[src/rtl/breathe_pkg.sv]
// breathe_pkg: key FSM states, default 50 MHz key timing and the mode/run -> led_en lookup
package breathe_pkg;
  typedef enum logic [1:0] {IDLE, PRESSED, LONG_HELD} key_state_t;
  localparam logic [19:0] DEF_CNT_DEBOUNCE_MAX = 20'd999_999;
  localparam logic [25:0] DEF_CNT_LONG_MAX = 26'd49_999_999;
  localparam logic [2:0] LED_EN_STOP = 3'b000;
  localparam logic [2:0] LED_EN_M0 = 3'b111;
  localparam logic [2:0] LED_EN_M1 = 3'b001;
  localparam logic [2:0] LED_EN_M2 = 3'b010;
  localparam logic [2:0] LED_EN_M3 = 3'b100;
  function automatic logic [2:0] led_en_of(input logic [1:0] mode, input logic run);
    return !run ? LED_EN_STOP : mode == 2'd0 ? LED_EN_M0 : mode == 2'd1 ? LED_EN_M1 :
           mode == 2'd2 ? LED_EN_M2 : LED_EN_M3;
  endfunction
endpackage

[src/rtl/key_debounce.sv]
// key_debounce: 2-FF sync + debounce of active-low key_in; outputs key_db (1=released), key_press/key_release pulses
module key_debounce import breathe_pkg::*; #(
  parameter logic [19:0] CNT_DEBOUNCE_MAX = DEF_CNT_DEBOUNCE_MAX
) (
  input  logic sys_clk,
  input  logic sys_rst_n,
  input  logic key_in,
  output logic key_db,
  output logic key_press,
  output logic key_release
);
  logic s1, key_s, key_db_d;
  logic [19:0] db_cnt;
  always_ff @(posedge sys_clk or negedge sys_rst_n)
    if (!sys_rst_n) begin
      s1 <= 1'b1;
      key_s <= 1'b1;
      key_db <= 1'b1;
      key_db_d <= 1'b1;
      db_cnt <= '0;
    end else begin
      s1 <= key_in;
      key_s <= s1;
      key_db_d <= key_db;
      if (key_s == key_db) db_cnt <= '0;
      else if (db_cnt == CNT_DEBOUNCE_MAX) begin
        key_db <= key_s;
        db_cnt <= '0;
      end else db_cnt <= db_cnt + 20'd1;
    end
  assign key_press = key_db_d & ~key_db;
  assign key_release = ~key_db_d & key_db;
endmodule

[src/rtl/key_mode_ctrl.sv]
// key_mode_ctrl: key_in -> short press cycles mode 0..3, long press toggles run_en; outputs led_en, mode, run_en, short_flag, long_flag
module key_mode_ctrl import breathe_pkg::*; #(
  parameter logic [19:0] CNT_DEBOUNCE_MAX = DEF_CNT_DEBOUNCE_MAX,
  parameter logic [25:0] CNT_LONG_MAX = DEF_CNT_LONG_MAX
) (
  input  logic       sys_clk,
  input  logic       sys_rst_n,
  input  logic       key_in,
  output logic [2:0] led_en,
  output logic [1:0] mode,
  output logic       run_en,
  output logic       short_flag,
  output logic       long_flag
);
  key_state_t state, state_nxt;
  logic [25:0] hold_cnt, hold_nxt;
  logic key_db, key_press, key_release, short_ev, long_ev;
  key_debounce #(.CNT_DEBOUNCE_MAX(CNT_DEBOUNCE_MAX)) u_db (
    .sys_clk(sys_clk), .sys_rst_n(sys_rst_n), .key_in(key_in),
    .key_db(key_db), .key_press(key_press), .key_release(key_release)
  );
  // LONG_HELD leaves on the released level, not the pulse, so a release
  // coinciding with the long threshold cannot strand the FSM there.
  always_comb begin
    state_nxt = state;
    hold_nxt = hold_cnt;
    short_ev = 1'b0;
    long_ev = 1'b0;
    case (state)
      IDLE: if (key_press) begin
        state_nxt = PRESSED;
        hold_nxt = '0;
      end
      PRESSED: if (hold_cnt == CNT_LONG_MAX) begin
        long_ev = 1'b1;
        state_nxt = LONG_HELD;
      end else if (key_release) begin
        short_ev = 1'b1;
        state_nxt = IDLE;
      end else hold_nxt = hold_cnt + 26'd1;
      LONG_HELD: if (key_db) state_nxt = IDLE;
      default: state_nxt = IDLE;
    endcase
  end
  always_ff @(posedge sys_clk or negedge sys_rst_n)
    if (!sys_rst_n) begin
      state <= IDLE;
      hold_cnt <= '0;
      mode <= 2'd0;
      run_en <= 1'b1;
      short_flag <= 1'b0;
      long_flag <= 1'b0;
      led_en <= LED_EN_M0;
    end else begin
      state <= state_nxt;
      hold_cnt <= hold_nxt;
      mode <= mode + {1'b0, short_ev};
      run_en <= run_en ^ long_ev;
      short_flag <= short_ev;
      long_flag <= long_ev;
      led_en <= led_en_of(mode, run_en);
    end
endmodule

[config.mk]
export PLATFORM = sky130hd
export DESIGN_NAME = key_mode_ctrl
export DESIGN_NICKNAME = d
export VERILOG_FILES = /design/src/rtl/breathe_pkg.sv /design/src/rtl/key_debounce.sv /design/src/rtl/key_mode_ctrl.sv
export SDC_FILE = /design/constraint.sdc
export NUM_CORES = 1
export LEC_CHECK = 0
export BUFFER_PORTS_ARGS = -buffer_cell sky130_fd_sc_hd__buf_2
export CORE_UTILIZATION = 64
export CTS_BUF_LIST = sky130_fd_sc_hd__clkbuf_8
export CTS_CLUSTER_DIAMETER = 150
export DETAILED_ROUTE_END_ITERATION = 6
export GPL_TIMING_DRIVEN = 1
export PLACE_DENSITY = 0.9
export SYNTH_ARGS = -nofsm -noshare
export SYNTH_HDL_FRONTEND = slang
export SYNTH_SLANG_ARGS = --single-unit
export TNS_END_PERCENT = 5
[constraint.sdc]
create_clock -name sys_clk -period 2.8 [get_ports sys_clk]
set_input_delay 0.42 -clock sys_clk [delete_from_list [all_inputs] [get_ports sys_clk]]
set_output_delay 0.42 -clock sys_clk [all_outputs]
set_load 0.02 [all_outputs]
==> reports/metrics.yaml <==
setup_path:
  critical_path_arrival_ns: 2.46
  cp-startpoint: "hold_cnt[0]$_DFFE_PN0P_"
  cp_max_fo: 10
  rr_startpoint: "hold_cnt[0]$_DFFE_PN0P_"
  worstSetupStartpointType: "flop"
  cp_data_required_time_ns: 3.02
  setup.worst_path.end_class: "flop"
  worstSetupPathType: "flop to flop"
die:
  initial_core_util_pct: 68.1
  io_pins: 11
  die_x_um: 71.0
  dieArea_um2: 5040
  rows: 24
  core_area_um2: 4470
  die_h_um: 71.0
global_route:
  grt_pass1_wl_mm: 11.3
  grt-ovfl-total: 0
  grt_use_total_pct: 29.7
  grt_pass1_vias: 2445
  antenna_found_initial: 0
  grt_max_degree: 49
min_path:
  hold_path.startpoint: "key_in"
  hold_class: "input port to flop"
sta:
  finalWorstSetupSlack_ns: 0.565
  grt_setup_unrepaired: "no"
  setup_violations: 0
  worst_pin_slew_ns: 0.598
  finClkSkew_ns: 0.00926
  slew_headroom_pct: 60.1
  finalSetupTns_ns: 0
  hold_viol: 0
  min_period_ns: 2.23
  slew_viol_final: 0
  finalCritPeriodShare_pct: 79.8
  max_freq_mhz: 448
clock_network:
  clock_path_buffers: 2
  clk_latency_ns: 0.34
  numClockSinks: 60
  path_clk_slew_ns: 0.07
  htreeDepth: 3
  cts_buffers: 9
  cts_root_buf: "clkbuf_8"
  cts_tree: "built"
  post_cts_resized: 0
run:
  max_cap_violations: 0
place:
  dp_slack_ns: 0.598
  place_area_um2: 3170
  place_inst: 366
  hpwl_mm: 4.45
  portBuffers: 10
  globalplace.congestion: 0.943
synth:
  synth_ff_type: "dfrtp_1"
  synth-seq-area-share_pct: 49.6
  async_flop_share_pct: 100
  netlist_top_cells_area: "dfrtp_1, dfstp_2, nand2_1"
  synth.ff_latch_count: 60
  synth_edf_count: 0
  yosysUniqueCellTypes: 54
  synth.most_common_cell: "dfrtp_1"
  synth_commonest_cells: "dfrtp_1, nand2_1, nor2_1"
  yosys_warnings: 0
  synth_area_um2: 3050
  synth_area_per_cell_um2: 9.92
  syn_nets: 315
  synth_top_area_share_pct: 42.7
  synth_top_cell_by_area: "dfrtp_1"
  synth_cells: 307
finish:
  fin_cells: 383
  fin_nets: 334
  drive_gt1_share_pct: 16.0
  syn_to_final_growth_pct: 10.9
  fin_area_um2: 3380
  antenna_cells: 0
route:
  post_drt_wl_per_cell_um: 17.7
  drc: 0
  drt_first_pass_iters: 5
  vias: 2520
  viasPerCell: 6.58
  drt_iter0_drc: 143
  detail-route-antenna-nets: 0
  wl_mm: 6.76
pwr:
  power_density_nw_per_um2: 500
  ir_worst_vdd_mv: 0.455
  power_mw: 1.69
  power_leakage_nw: 1.47
status:
  status: "complete, no violations"
-- flip-flops by register name, indices dropped and copies added (netlist names) --
name           flops
hold_cnt          26
led_en             3
long_flag          1
mode               2
run_en             1
short_flag         1
state              2
u_db.db_cnt       20
u_db.key_db        1
u_db.key_db_d      1
u_db.key_s         1
u_db.s1            1
-- critical path: stages (launching register included) --
cell	delay [ns]
dfrtp_1	0.42
ha_1	0.23
nand4_2	0.19
or4_4	0.57
nor2_4	0.25
nor4b_1	0.11
ha_1	0.20
xor2_1	0.16
-- per-stage QoR --
step / utilization, % / hold WS (ns)
3_5_place_dp: 70.7 / 0.300
5_1_grt: 75.5 / 0.159
6_report: 75.5 / 0.177
3_3_place_gp: 70.7 / 0.298
2_1_floorplan: - / 0.124
4_1_cts: 75.5 / 0.163
-- metal layers --
metal / up-vias / share of wire [%] / GRT usage, %
met2: 106 / 51 / 48.4
met4: 0 / 1.3 / 13.6
met5: - / 0 / 0
met1: 1236 / 42 / 36.2
li1: 1167 / - / -
met3: 11 / 6.5 / 9.69
-- repair_timing --
item | 4_1_cts | 5_1_grt
hold endpoints to repair | 8 | 0
setup buffers | 0 | 0
hold buffers | 1 | 0
-- layout make-up --
class,instances,area (µm²)
Clock inverter,6,63.8
Inverter,11,41.3
Multi-Input combinational cell,228,1460
Timing Repair Buffer,16,97.6
Tap cell,52,65.1
Fill cell,300,1100
Clock buffer,10,138
Sequential cell,60,1510
-- worst paths after layout --
kind                                       endpoint  slack [ns]  depth (start not counted)
setup / recovery                  mode[1]$_DFF_PN0_        0.57                          7
hold / removal                    u_db.s1$_DFF_PN1_        0.18                          1
setup reg to reg                  mode[1]$_DFF_PN0_        0.57                          7
hold reg to reg                u_db.key_s$_DFF_PN1_        0.36                          0
max in group asynchronous  hold_cnt[13]$_DFFE_PN0P_        1.43                          3
min in group asynchronous  u_db.db_cnt[4]$_DFF_PN0_        0.49                          2
-- logic make-up (layout without fill, tap and decap cells) --
group / count (synthesis) / in the layout / share of synthesized area, %
AOI/OAI and AO/OA: 63 / 63 / 13.3
and+or+nand+nor: 137 / 137 / 25.9
muxes: 2 / 2 / 0.698
xor gates and xnor gates: 21 / 21 / 6.04
buffers and inverters: 19 / 43 / 2.42
adders and majority gates: 5 / 5 / 2.05
DFF: 60 / 60 / 49.6
-- power breakdown --
| part | internal, mW | total, mW | switching, mW |
|---|---|---|---|
| Sequential | 0.873 | 0.877 | 0.00410 |
| Combinational | 0.00711 | 0.0312 | 0.0241 |
| Clock | 0.433 | 0.779 | 0.346 |
-- layout by cell type (no fill, tap or decap), drive strengths merged, types with 2 or more instances in the layout --
master / count
a21o: 2
and4: 4
nor2b: 3
nand2b: 2
a31oi: 3
or4: 6
and3: 7
o211ai: 2
clkinvlp: 2
or2: 3
o311ai: 4
dfstp: 8
dfrtp: 52
inv: 11
nor2: 30
o21ai: 23
nand3: 15
o21bai: 2
o21a: 2
o41ai: 6
nor4b: 2
nor4: 6
xor2: 12
clkinv: 3
or3: 3
buf: 15
ha: 5
xnor2: 9
nor3: 7
o31ai: 5
nand2: 30
a21oi: 11
clkbuf: 10
nand4: 15
Note: power is estimated with default switching activity, not from simulation.
